`src/rtl/bf_loop_unit.sv`:
```
// Loop-control unit for the brainfuck datapath: a loop-start address stack for
// one-cycle backward jumps plus a nested-bracket counter for forward skips.
module bf_loop_unit #(
   parameter int unsigned ADDR_W = 16,
   parameter int unsigned DEPTH  = 16,
   parameter int unsigned CNT_W  = 8
) (
   input  logic                           clock,
   input  logic                           reset,
   input  logic                           op_valid,
   input  logic [1:0]                     op_code,
   input  logic                           cell_zero,
   input  logic [ADDR_W-1:0]              pc_in,
   input  logic                           err_clr,
   output logic                           op_ready,
   output logic                           jump,
   output logic [ADDR_W-1:0]              jump_target,
   output logic                           skipping,
   output logic [$clog2(DEPTH+1)-1:0]     depth,
   output logic                           err_overflow,
   output logic                           err_underflow
);

   localparam int DW = $clog2(DEPTH + 1);
   localparam int IW = $clog2(DEPTH);

   localparam logic [1:0] ST_RUN  = 2'd0;
   localparam logic [1:0] ST_SKIP = 2'd1;
   localparam logic [1:0] ST_ERR  = 2'd2;

   localparam logic [1:0] OP_OPEN  = 2'd0;
   localparam logic [1:0] OP_CLOSE = 2'd1;

   logic [1:0]        state_p1;
   logic [CNT_W-1:0]  cnt_p1;
   logic [ADDR_W-1:0] stk [DEPTH];

   logic              vld_p0;
   logic              is_open_p0;
   logic              is_close_p0;
   logic              push_p0;
   logic              stk_full_p0;
   logic              stk_empty_p0;
   logic [IW-1:0]     top_idx_p0;
   logic [ADDR_W-1:0] top_p0;

   assign op_ready     = (state_p1 != ST_ERR);
   assign skipping     = (state_p1 == ST_SKIP);
   assign vld_p0       = op_valid & op_ready;
   assign is_open_p0   = (op_code == OP_OPEN);
   assign is_close_p0  = (op_code == OP_CLOSE);
   assign stk_full_p0  = (depth == DW'(DEPTH));
   assign stk_empty_p0 = (depth == '0);
   assign top_idx_p0   = IW'(depth - DW'(1));
   assign top_p0       = stk[top_idx_p0];
   assign push_p0      = vld_p0 & ~err_clr & (state_p1 == ST_RUN) & is_open_p0 &
                         ~cell_zero & ~stk_full_p0;

   // Stack storage is data only; depth alone decides which entries are live.
   always_ff @(posedge clock) begin
      if (push_p0) begin
         stk[IW'(depth)] <= pc_in;
      end
   end

   // Accept edge: control state, depth and the registered jump request.
   always_ff @(posedge clock or negedge reset) begin
      if (!reset) begin
         state_p1      <= ST_RUN;
         cnt_p1        <= '0;
         depth         <= '0;
         jump          <= 1'b0;
         jump_target   <= '0;
         err_overflow  <= 1'b0;
         err_underflow <= 1'b0;
      end else begin
         jump <= 1'b0;
         if (err_clr) begin
            state_p1      <= ST_RUN;
            cnt_p1        <= '0;
            depth         <= '0;
            err_overflow  <= 1'b0;
            err_underflow <= 1'b0;
         end else if (vld_p0) begin
            case (state_p1)
               ST_RUN: begin
                  if (is_open_p0) begin
                     if (cell_zero) begin
                        state_p1 <= ST_SKIP;
                        cnt_p1   <= CNT_W'(1);
                     end else if (stk_full_p0) begin
                        err_overflow <= 1'b1;
                        state_p1     <= ST_ERR;
                     end else begin
                        depth <= depth + DW'(1);
                     end
                  end else if (is_close_p0) begin
                     if (stk_empty_p0) begin
                        err_underflow <= 1'b1;
                        state_p1      <= ST_ERR;
                     end else if (cell_zero) begin
                        depth <= depth - DW'(1);
                     end else begin
                        jump        <= 1'b1;
                        jump_target <= top_p0 + ADDR_W'(1);
                     end
                  end
               end
               ST_SKIP: begin
                  if (is_open_p0) begin
                     if (cnt_p1 == '1) begin
                        err_overflow <= 1'b1;
                        state_p1     <= ST_ERR;
                     end else begin
                        cnt_p1 <= cnt_p1 + CNT_W'(1);
                     end
                  end else if (is_close_p0) begin
                     cnt_p1 <= cnt_p1 - CNT_W'(1);
                     if (cnt_p1 == CNT_W'(1)) begin
                        state_p1 <= ST_RUN;
                     end
                  end
               end
               default: ;
            endcase
         end
      end
   end

endmodule
```
`config.mk`:
```
export PLATFORM = sky130hd
export DESIGN_NAME = bf_loop_unit
export DESIGN_NICKNAME = d
export VERILOG_FILES = /design/src/rtl/bf_loop_unit.sv
export SDC_FILE = /design/constraint.sdc
export NUM_CORES = 1
export LEC_CHECK = 0
export CORE_MARGIN = 4
export CORE_UTILIZATION = 40
export DETAILED_ROUTE_END_ITERATION = 12
export SYNTH_ARGS = -nofsm -noshare
export SYNTH_HDL_FRONTEND = slang
export SYNTH_SLANG_ARGS = --single-unit
```
`constraint.sdc`:
```
create_clock -name clock -period 10.3 [get_ports clock]
set_clock_uncertainty 0.15 [all_clocks]
set_input_delay 2.575 -clock clock [delete_from_list [all_inputs] [get_ports clock]]
set_output_delay 2.575 -clock clock [all_outputs]
set_load 0.005 [all_outputs]
```
-- Yosys cells after proc, flatten, opt, wreduce, memory -nomap -nowiden
Memory sizes are Yosys's and may differ from the RTL's.
Cells that the tools add are included.
- reductions and logical operators: 16
- div/mod/pow operators: 0
- equal/unequal tests: 23
- order comparisons: 0
- bitwise logic cells: 11
- $mul: 0
- shift operators: 0
- multiplexer cells: 52
- add/subtract/negate cells: 5
- operators with widths (cell ; count):
    $mux W8 ; 7
    $mux W5 ; 9
    $mux W1 ; 22
    $mux W2 ; 11
    $ne A3 B3 Y1 const B ; 7
    $reduce_and A7 Y1 ; 3
    $add A16 B1 Y16 const B ; 1
    $pmux W8 S2 ; 1
    $ne A4 B4 Y1 const B ; 3
    $reduce_bool A3 Y1 ; 3
    $add A8 B1 Y8 const B ; 1
    $eq A8 B1 Y1 const B ; 1
    $eq A8 B8 Y1 const B ; 1
    $ne A4 B2 Y1 const B ; 2
    $reduce_and A8 Y1 ; 1
    $reduce_bool A2 Y1 ; 4
    $sub A8 B1 Y8 const B ; 1
    $and A1 B1 Y1 ; 6
    $ne A3 B2 Y1 const B ; 2
    $reduce_and A6 Y1 ; 1
    $add A5 B1 Y5 const B ; 1
    $eq A5 B5 Y1 const B ; 1
    $logic_not A5 Y1 ; 1
    $ne A5 B5 Y1 const B ; 1
    other kinds (9) ; 16
- bits in read-only memories: 0
- register bits: 34
- memory bits (writable): 256
- bits in latches: 0
- bits of input ports: 23
- output and inout port bits: 26
- logic and storage cells: 115
- memories kept: 1
- memory list (memory ; depth ; bits a word ; rd ports ; clocked after memory_dff ; wr ports ; RTL line ; text):
    stk ; 16 ; 16 ; 1 ; 0 ; 1 ; 36 ; logic [ADDR_W-1:0] stk [DEPTH];

-- Logic depth before layout (Yosys ltp)
- word-level depth: 9
- depth in mapped cells: 17

-- Worst setup path before layout
No wires, ideal clock.
- path kind: input port to flip-flop
- from: input port err_clr
- to: memory stk[0][0] (enable)
- stages: 5
- arrival time: 4.395 ns
- slack: 5.346 ns
- data required time: 9.741 ns
- cells stage by stage: nor3_1 > nand3b_1 > nor2_1 > nand2_1 > nor3_1
- cells in the longest elaborated chain, start to end: 8
- RTL lines (item ; RTL line ; text):
    from (decl) ; 14 ; input logic err_clr,
    $not A1 Y1 (no source line) ; -- ;
    $and A1 B1 Y1 (4 in series) ; 56 ; assign push_p0 = vld_p0 & ~err_clr & (state_p1 == ST_RUN) & is_open_p0 &
    $and A1 B1 Y1 ; 57 ; ~cell_zero & ~stk_full_p0;
    $mux W1 ; 61 ; if (push_p0) begin
    $mux W1 (not written as such) ; 62 ; stk[IW'(depth)] <= pc_in;
    to (decl) ; 36 ;
Every way passes these cells.

-- Worst setup path in the final report
- from: input port op_code[0]
- to: memory stk[12][10] (enable)
- cells in the longest elaborated chain, start to end: 6
- RTL lines (item ; RTL line ; text):
    from (decl) ; 11 ; input logic [1:0] op_code,
    $logic_not A2 Y1 ; 50 ; assign is_open_p0 = (op_code == OP_OPEN);
    $and A1 B1 Y1 (2 in series) ; 56 ;
    $and A1 B1 Y1 ; 57 ;
    $mux W1 ; 61 ;
    $mux W1 (not written as such) ; 62 ;
Every way passes these cells.

==> results.ini <==
[outcome]
outcome = finished, final reports clean

[synthesis]
syn_inst = 767
ys_ff_latch = 290
netlist_area_um2 = 12400
ys_types = 63
async_flop_share_pct = 11.7
yosysMostFrequentCell = edfxtp_1
synth.top_cells.by_count = edfxtp_1 (256), nand2_1 (82), mux4_2 (50)
postSynthAreaPerCell_um2 = 16.1
yosysWarnings = 0
synth_ff_type = edfxtp_1
synthTopCellsByArea = edfxtp_1 (62%), mux4_2 (9.1%), dfrtp_1 (6.9%)
ys_seq_area_share_pct = 69.1
yosysTopAreaCellShare_pct = 62.2
yosysTopAreaCell = edfxtp_1
synth_edf_count = 256
synth_nets = 799

[timing]
fin_tns_setup_ps = 0
slew_headroom_pct = 32.4
layout_min_cycle_time_ps = 5240
timing_hold_violations_final = 0
rsz0062_at_grt = false
maxSlewViolCount = 0
finalSetupViolations = 0
fin_crit_sh_pct = 50.8
fmax_ghz = 0.191
worst_pin_slew_ps = 1010

[placement]
gp_congestion = 0.778
hpwl_um = 19300
port_buffers = 48
placed_area_um2 = 13300

[pwr]
p_switching_mw = 0.567
power.density_nw_per_um2 = 177
p_leak_nw = 4.72
vdd_drop_max_mv = 0.124
power_frac_comb_pct = 7.9
p_sw_share_pct = 22.6
power_frac_clock_pct = 40.3
intPower_mw = 1.94
p_seq_share_pct = 51.8

[layout]
area.growth.synth_to_final_pct = 14.8
post-route-util_pct = 46.5
fin_nets = 848
multi_input_area_um2 = 3620
drive_above_1_share_pct = 17.3
final_cell_area_um2 = 14200
fillerInstances = 2611
register_area_um2 = 8540
diodes = 0

[clock_network]
htreeDepth = 1
clk_latency_ps = 550
hold_buffers = 0
cts_resized = 0
clk_pin_slew_worst_paths_ps = 60
tritoncts = yes
cts_inserted_buffers = 29
cts_buffer_depth = 3
cts_setup_buffers = 0
clock_sinks = 290
clockRootBuffer = clkbuf_16

[setup_path]
cp-end-kind = register
critPathMaxFanout = 16
cp_data_arrival_time_ps = 5250
cp_top_family = simple AND/OR/NAND/NOR gates
crit_chain = clkdlybuf4s50_1 > nor2_1 > nand2_1 > nor2_1 > nand2_1 > nor2_2
crit_type = in2reg
slowest_delay_ps = 790
cp_num_buf_inv = 1
cp_data_required_time_ps = 10310
cp_slowest_cell = nor2_2
worst_setup_path_start_kind = input pin

[worst_hold_path]
min_path_type = reg2reg

[floorplanning]
core_um2 = 30500
ios = 49
die_h_um = 184
die_w_um = 184
initial_core_util_pct = 40.5
fp.dieArea_um2 = 33800
rows = 64

[detailed_routing]
wl_per_cell_um = 23.9
dr_total_vias = 6944
routed_wl_um = 29500
drc = 0
viasPerCell = 5.62
ant_nets = 0
firstDrtPassIters = 5
drt_first_iter_violations = 518

[job]
cap_viol_max_count = 0

[global_routing]
grt_max_degree = 52
antenna_found_initial = 0
globalRouteTotalUtil_pct = 17.6
grt_overflow = 0
grt_pass1_vias = 6926
grt_pass1_wl_um = 44500

## worst register-to-register path, stage by stage, from the launching register on
cell,delay [ps]
dfrtp_4,620
inv_2,270
ha_2,400
xor2_4,160
buf_4,440
buf_4,550
mux2i_1,170
a221oi_1,560
a22oi_2,220
or4_4,630
nor4_2,320
mux2i_1,230
nand2_1,60
## cell families (layout without fill, tap and decap cells)
| family | count (synthesis) | in the layout | synth area share [%] |
|---|---|---|---|
| adders and majority gates | 9 | 9 | 0.912 |
| buffers and inverters | 49 | 121 | 2.14 |
| and+or+nand+nor | 220 | 220 | 8.61 |
| muxes | 89 | 89 | 12.6 |
| AOI/OAI and AO/OA | 89 | 89 | 5.09 |
| xor gates and xnor gates | 21 | 21 | 1.55 |
| DFF | 290 | 290 | 69.1 |
## path summary, 6_finish.rpt
path	start	endpoint	slack (ps)	cells after the start
max reg2reg	depth[0]$_DFFE_PN0P_	jump_target[15]$_DFFE_PN0P_	5400	12
min reg2reg	jump_target[10]$_DFFE_PN0P_	jump_target[10]$_DFFE_PN0P_	330	2
min in group asynchronous	reset	state_p1[1]$_DFFE_PN0P_	2290	2
min	jump_target[10]$_DFFE_PN0P_	jump_target[10]$_DFFE_PN0P_	330	2
max in group asynchronous	reset	depth[0]$_DFFE_PN0P_	7350	2
max	op_code[0]	stk[12][10]$_DFFE_PP_	5060	6
## sequential cells by signal (all words and copies together) (netlist names)
signal,flops
jump_target,16
jump,1
cnt_p1,8
state_p1,2
err_overflow,1
err_underflow,1
depth,5
stk,256
## area by class of cell
class,instances,share of cell area [%]
Clock buffer,32,5.20
Multi-Input combinational cell,428,25.5
Timing Repair Buffer,61,4.08
Tap cell,396,3.50
Inverter,6,0.159
Clock inverter,22,1.28
Sequential cell,290,60.3
## cell usage in the layout, fill, tap and decap left out, types with 4 or more instances in the layout
master,netlist,layout
mux4_2,50,50
a32oi_1,7,7
mux2i_1,34,34
inv_1,4,4
nand3_1,30,30
clkinv_1,0,5
xnor2_1,14,13
edfxtp_1,256,256
a21oi_1,8,8
nor2_1,49,37
nand2_1,82,82
buf_4,7,13
o211ai_1,7,7
dfrtp_1,34,33
a31oi_1,4,4
ha_1,9,8
nor3_2,0,4
xor2_1,6,6
nor3b_1,6,6
nand2b_1,5,5
clkbuf_16,0,29
nor3_1,12,8
nor2_2,0,12
clkinv_2,0,7
o21ai_1,14,14
clkdlybuf4s50_1,0,48
nand4_1,11,11
a221oi_1,4,4
o21ai_0,19,19
## through the flow
stage                     setup slack [ps]  power (mW)  instances  hold slack, ps
after detailed placement              4460        1.52       1181             325
after floorplan                       5350        1.44        767             320
final                                 5060        2.50       1235             331
after global placement                4530        1.52       1181             317
after global routing                  4760        2.60       1235             367
after CTS                             5050        2.53       1235             339
## power by group through the flow
stage               logic (mW)  clock network (mW)  registers [mW]
CTS                      0.200                1.03            1.30
floorplan                0.117                   0            1.32
global placement         0.199                   0            1.32
finish                   0.199                1.01            1.30
detailed placement       0.200                   0            1.32
global route             0.216                1.08            1.30
## layer usage
layer	up-vias	part of all wire, %	track usage (%)
li1	3110	-	-
met4	0	3.0	5.59
met3	46	5.7	2.02
met2	240	48	28.8
met1	3548	43	24.8
met5	-	0	0
No activity file was read; power rests on OpenSTA's default activity.
